## config.mk

```make
export PLATFORM = sky130hd
export DESIGN_NAME = mux_nto1_stream
export DESIGN_NICKNAME = d
export VERILOG_FILES = /design/src/rtl/mux_nto1_stream.sv
export SDC_FILE = /design/constraint.sdc
export NUM_CORES = 1
export LEC_CHECK = 0
export ABC_AREA = 1
export CAP_MARGIN = 20
export CORE_MARGIN = 1.5
export CORE_UTILIZATION = 41
export CTS_BUF_LIST = sky130_fd_sc_hd__clkbuf_16
export CTS_CLUSTER_SIZE = 20
export DETAILED_ROUTE_END_ITERATION = 7
export PLACE_DENSITY = 0.87
export SLEW_MARGIN = 10
export SYNTH_ARGS = -nofsm -noshare
export SYNTH_HDL_FRONTEND = slang
export SYNTH_SLANG_ARGS = --single-unit
```

## constraint.sdc

```tcl
create_clock -name clk -period 3.9 [get_ports clk]
set_input_delay 0.78 -clock clk [delete_from_list [all_inputs] [get_ports clk]]
set_output_delay 0.78 -clock clk [all_outputs]
set_load 0.05 [all_outputs]
```

## src/rtl/mux_nto1_stream.sv

```systemverilog
// rtl/mux_nto1_stream.sv - N-to-1 stream mux with manual or round-robin selection and a registered output.
// Optional registered even-parity output out_par is built when MUX_PARITY_EN is defined.
module mux_nto1_stream #(
   parameter int WIDTH    = 8,
   parameter int CHANNELS = 4,
   parameter int SEL_W    = 2
) (
   input  logic                      clk,
   input  logic                      rst,
   input  logic [CHANNELS*WIDTH-1:0] in_data,
   input  logic [CHANNELS-1:0]       in_valid,
   output logic [CHANNELS-1:0]       in_ready,
   input  logic [SEL_W-1:0]          sel,
   input  logic                      auto_en,
   output logic [WIDTH-1:0]          out_data,
   output logic [SEL_W-1:0]          out_ch,
   output logic                      out_valid,
   input  logic                      out_ready
`ifdef MUX_PARITY_EN
   ,
   output logic                      out_par
`endif
);

   logic [SEL_W-1:0] ptr;
   logic [SEL_W-1:0] c;
   logic             chosen;
   logic             ld;
   logic             xfer;
   logic [WIDTH-1:0] mux_data;
   int               scan_idx;

   assign ld = !out_valid || out_ready;

   // Channel choice: manual index (ignored when out of range) or the first
   // valid channel scanning upward from ptr with wrap-around.
   always_comb begin
      c        = '0;
      chosen   = 1'b0;
      scan_idx = 0;
      if (!auto_en) begin
         if (int'(sel) < CHANNELS) begin
            c      = sel;
            chosen = 1'b1;
         end
      end else begin
         for (int i = 0; i < CHANNELS; i++) begin
            scan_idx = (int'(ptr) + i) % CHANNELS;
            if (!chosen && in_valid[scan_idx]) begin
               c      = SEL_W'(scan_idx);
               chosen = 1'b1;
            end
         end
      end
   end

   always_comb begin
      in_ready = '0;
      mux_data = '0;
      xfer     = 1'b0;
      for (int k = 0; k < CHANNELS; k++) begin
         if (chosen && (int'(c) == k)) begin
            in_ready[k] = ld && !rst;
            mux_data    = in_data[k*WIDTH +: WIDTH];
            xfer        = ld && !rst && in_valid[k];
         end
      end
   end

   always_ff @(posedge clk) begin
      if (rst) begin
         out_valid <= 1'b0;
         out_data  <= '0;
         out_ch    <= '0;
         ptr       <= '0;
`ifdef MUX_PARITY_EN
         out_par   <= 1'b0;
`endif
      end else if (xfer) begin
         out_valid <= 1'b1;
         out_data  <= mux_data;
         out_ch    <= c;
`ifdef MUX_PARITY_EN
         out_par   <= ^mux_data;
`endif
         // Manual transfers leave the scan position where auto mode left it.
         if (auto_en) begin
            ptr <= (int'(c) == CHANNELS - 1) ? '0 : c + 1'b1;
         end
      end else if (out_ready) begin
         out_valid <= 1'b0;
      end
   end

endmodule
```

# [Word level (Yosys, flattened, before mapping)]
# Cells that the tools add are included.
[op_classes] n_addsub=4 n_reduce_logical=24 muxes=39 eq_ne=3 magnitude_cmp=4 bitwise=3
[op_table] operator="two-way mux 8 bit" count=4
[op_table] operator="two-way mux 1 bit" count=25
[op_table] operator="logical AND 1 bit" count=12
[op_table] operator="< comparator 3 x 4 -> 1 bit, second input constant" count=3
[op_table] operator="two-way mux 2 bit" count=6
[op_table] operator="binary-select mux 1 bit (select 2 bit)" count=4
[op_table] operator="OR reduction 2 bit" count=3
[op_table] operator="logical NOT 1 bit" count=5
[op_table] operator="adder 2 x 1 -> 2 bit, second input constant" count=2
[op_table] operator="adder 2 bit, second input constant" count=2
[op_table] operator="equality test 2 bit, second input constant" count=2
[op_table] operator="AND 1 bit, first input constant" count=3
[op_table] operator="< comparator 2 x 3 -> 1 bit, second input constant" count=1
[op_table] operator="equality test 2 x 1 -> 1 bit, second input constant" count=1
[op_table] operator="logical NOT 2 bit" count=1
[op_table] operator="AND reduction 2 bit" count=1
[op_table] operator="nonzero test 2 bit" count=1
[op_table] operator="logical OR 1 bit" count=1
[totals] ff_bits=13 out_inout_bits=15 elab_cells=81 in_bits=42

# [Depth between registers and ports, before layout]
[logic_depth] ltp_word=24 ltp_mapped=23 depth_no_buf=22

# [Worst setup path after synthesis]
# Ideal clock, no wire load.
[synth_timing] path_type="input -> output" start="input in_valid[1]" end="output in_ready[0]" n_path_buf=1 stages=12 required_ns=3.120 arrival_time_ns=2.876 setup_slack_ns=0.244 path_cell_list="inv_1 > nand2_1 > and2_1 > o21ai_2 > nand2_1 > o21ai_0 > inv_1 > a22oi_1 > ha_1 > clkbuf_1 > nand2_1 > nor2_1"
[synth_via] elab_chain_cells=19 elab_cells_between_ends=33 classes_between="25 x mux; 8 x reduce/logical"
[synth_rtl] item="start: declaration" line_no="11" rtl="input logic [CHANNELS-1:0] in_valid,"
[synth_rtl] item="binary-select mux 1 bit (select 2 bit)" line_no="49" rtl="if (!chosen && in_valid[scan_idx]) begin"
[synth_rtl] item="two-way mux 1 bit (not written as such)" line_no="49"
[synth_rtl] item="two-way mux 1 bit" line_no="49"
[synth_rtl] item="two-way mux 1 bit" line_no="41" rtl="if (!auto_en) begin"
[synth_rtl] item="logical NOT 1 bit" line_no="49"
[synth_rtl] item="logical AND 1 bit" line_no="49"
[synth_rtl] item="two-way mux 1 bit" line_no="49"
[synth_rtl] item="two-way mux 1 bit" line_no="41"
[synth_rtl] item="[3 not listed]"
[synth_rtl] item="two-way mux 1 bit" line_no="41"
[synth_rtl] item="logical NOT 1 bit" line_no="49"
[synth_rtl] item="logical AND 1 bit" line_no="49"
[synth_rtl] item="two-way mux 2 bit" line_no="49"
[synth_rtl] item="two-way mux 2 bit" line_no="41"
[synth_rtl] item="logical NOT 2 bit" line_no="62" rtl="if (chosen && (int'(c) == k)) begin"
[synth_rtl] item="logical AND 1 bit (*)" line_no="62"
[synth_rtl] item="two-way mux 1 bit (*)" line_no="62"
[synth_rtl] item="end: declaration" line_no="12" rtl="output logic [CHANNELS-1:0] in_ready,"
# Every way passes the cells marked *; elsewhere a longest branch is shown, timed or not. The select of a mux whose other input is x is not followed.

# [Worst setup path in the final report]
[layout_timing] start="input in_valid[2]" end="output in_ready[3]"
[layout_via] elab_chain_cells=19 elab_cells_between_ends=33 classes_between="1 x eq/ne; 25 x mux; 7 x reduce/logical"
[layout_rtl] item="binary-select mux 1 bit (select 2 bit)" line_no="49"
[layout_rtl] item="two-way mux 1 bit (not written as such)" line_no="49"
[layout_rtl] item="two-way mux 1 bit" line_no="49"
[layout_rtl] item="two-way mux 1 bit" line_no="41"
[layout_rtl] item="logical NOT 1 bit" line_no="49"
[layout_rtl] item="logical AND 1 bit" line_no="49"
[layout_rtl] item="two-way mux 1 bit" line_no="49"
[layout_rtl] item="two-way mux 1 bit" line_no="41"
[layout_rtl] item="[4 not listed]"
[layout_rtl] item="logical NOT 1 bit" line_no="49"
[layout_rtl] item="logical AND 1 bit" line_no="49"
[layout_rtl] item="two-way mux 2 bit (*)" line_no="49"
[layout_rtl] item="two-way mux 2 bit (*)" line_no="41"
[layout_rtl] item="via c[0]" line_no="26" rtl="logic [SEL_W-1:0] c;"
[layout_rtl] item="equality test 2 x 1 -> 1 bit (*)" line_no="62"
[layout_rtl] item="logical AND 1 bit (*)" line_no="62"
[layout_rtl] item="two-way mux 1 bit (*)" line_no="62"
# Mark *: on every way through the listed nets, which the timed path passes. The rest lies on a longest branch. The select of a mux whose other input is x is not followed.

==> impl_metrics.toml <==
[layout]
final.fill_count = 241
multiInputGateArea_sq_um = 860.8
layout-drive-gt1-share_pct = 14.73
final_core_util_pct = 69.58
diodes = 0
area_delta_synth_final_pct = 58.54
seq_area_sq_um = 260.3
layout.cells.non_filler = 289
nets = 305

[power_and_ir_drop]
powerDensity_mw_per_mm2 = 447.3
peakVddDrop_v = 0.0003751
leakage_uw = 0.0008963

[drt]
top_layer = "met4"
wl_met1_mm = 1.519
dr.pass1.iters = 6
vias_per_cell = 4.976
drc = 6
routed-wl-met2_mm = 1.631
drtIter0Drc = 89
dr_wl_met3_microns = 177
vias = 1438
wl_per_cell_microns = 11.74
final_antenna_net_count = 0
totalWireLength_mm = 3.394

[placed_design]
hpwl_mm = 2.623
place.gp.congestion = 0.8693
portBuffers = 56
placedCellCount = 284

[synth]
syn-cell-area_sq_mm = 0.001231
synth_top_cell_by_area = "dfxtp_1"
synthArstFlopShare_pct = 0
synth_top_area_share_pct = 21.14
synth_common_cells = "50 x nand2_1, 25 x nor2_1, 19 x inv_1"
yosysSeqAreaShare_pct = 21.14
syn-num-nets = 246
synth_flop_cell = "dfxtp_1"
synthCells = 200
yosysMostFrequentCell = "nand2_1"
ys_types = 26
synth_edf_count = 0
avgSynthCellArea_sq_um = 6.156
yosys-top-cells-area = "dfxtp_1 21%, nand2_1 15%, nor2_1 7.6%"
yosys_warnings = 0
ys_ff_latch = 13

[job]
drv_cap = 0

[floorplanning]
num_rows = 19
initial_core_util_pct = 43.89
dieArea_sq_mm = 0.003341
ios = 57
core_sq_mm = 0.002805
fp.dieW_microns = 57.80
die_y_microns = 57.80

[clock_tree]
ctsHoldBuffers = 0
clock_sinks = 13
numCtsBuffers = 3
cts_root_buffer = "clkbuf_16"
h-tree-depth = 1
cts_tree = "yes"
cts_buffer_depth = 2
path_clk_slew_ns = 0.04
worst_skew_pair.late_latency_ns = 0.24

[critical_path]
end_kind = "output pin"
start_kind = "input pin"
cp.required_ns = 3.12
critPathKind = "in -> out"
cp_max_fo = 4
cp.arrival_ns = 3.01

[min_path]
min_path_type = "reg -> reg"

[timing]
worst_clock_skew_ns = 0.003511
tns_ns = 0
min_period_ns = 3.786
finalSetupViolCount = 0
relSlewSlack_pct = 66.18
final-max-slew-violation-count = 0
worst_slew_pin_slew_ns = 0.5057
finalCritPeriodShare_pct = 97.08
finalHoldViolCount = 0
fmax_ghz = 0.2641

[global_routing]
grt_pass1_vias = 1302
grt_max_degree = 18
track_usage_pct = 20.87
grt_pass1_wl_mm = 5.520
antenna_found_initial = 0
overflow = 0

[outcome]
violations = "DRC"
status = "complete, but fails checks"
## state kept, by name (all words and copies together), names as in the netlist
register / cells
out_ch: 2
out_data: 8
ptr: 2
out_valid: 1
## cell usage in the layout (no fill, tap or decap), drive strengths merged
master and instances:
nand2 61, clkdlybuf4s50 51, nor2 29, o21ai 27, inv 22, nand3 17, dfxtp 13, nand4 10
buf 9, a21oi 5, ha 4, clkbuf 3, a22oi 2, and2 1, or2 1, clkinv 1
a21boi 1, dlymetal6s2s 1
## per-stage QoR
step,worst slack [ns],area [sq um],total power [uW],hold slack [ns]
after floorplan,0.2442,1231,516.6,0.5269
after global placement,0.07795,1843,666.9,0.4596
after detailed placement,0.02578,1843,670.5,0.4557
after CTS,0.009082,1922,865.0,0.4670
after global routing,-0.03857,1952,933.6,0.5024
final,0.1138,1952,873.0,0.4623
## layer usage
layer | up-vias | GRT usage, %
met5 | - | 0
met4 | 0 | 7.973
met3 | 9 | 3.125
met2 | 48 | 35.06
met1 | 615 | 26.92
li1 | 766 | -
## power breakdown
| part | leakage, uW | switching [uW] | internal, uW |
|---|---|---|---|
| Combinational | 0.000748 | 314 | 197 |
| Sequential | 0.000106 | 17.4 | 158 |
| Clock | 0.0000423 | 51.9 | 135 |
## cell type report
cell class | instances | area share [%]
clock buffer | 3 | 3.846
inverter | 22 | 4.359
multi-input combinational | 158 | 44.10
sequential | 13 | 13.33
tap | 31 | 1.987
clock inverter | 1 | 0.1923
timing repair buffer | 61 | 32.18
## timing repair
| action | in CTS | in global routing |
|---|---|---|
| gates resized for setup | 0 | 9 |
| setup buffers | 0 | 1 |
| endpoints found under the setup margin | 0 | 7 |
## critical path, stage by stage
cell and delay [ns]:
clkdlybuf4s50_1 0.55, inv_1 0.07, nand2_2 0.07, nand2_1 0.06
nand2_1 0.12, o21ai_4 0.09, o21ai_1 0.16, a21oi_1 0.09
o21ai_0 0.09, nand3_1 0.17, inv_2 0.12, ha_1 0.19
nand2_4 0.06, nor2_2 0.20, buf_12 0.18
## cells by family after synthesis
family	synth area share, %
simple gates	48.17
buf+inv	10.57
flops	21.14
fa+ha+maj	4.065
compound gates	16.06
## final timing paths
| path | startpoint | to | slack [ns] | cells after the start |
|---|---|---|---|---|
| worst min-delay path | out_ch[0]$_SDFFE_PP0P_ | out_ch[0]$_SDFFE_PP0P_ | 0.46 | 2 |
| worst max register to register | ptr[0]$_SDFFE_PP0P_ | out_data[1]$_SDFFE_PP0P_ | 0.86 | 20 |
| worst min register to register | out_ch[0]$_SDFFE_PP0P_ | out_ch[0]$_SDFFE_PP0P_ | 0.46 | 2 |
| worst max-delay path | in_valid[2] | in_ready[3] | 0.11 | 15 |
No activity file was read; power rests on OpenSTA's default activity.
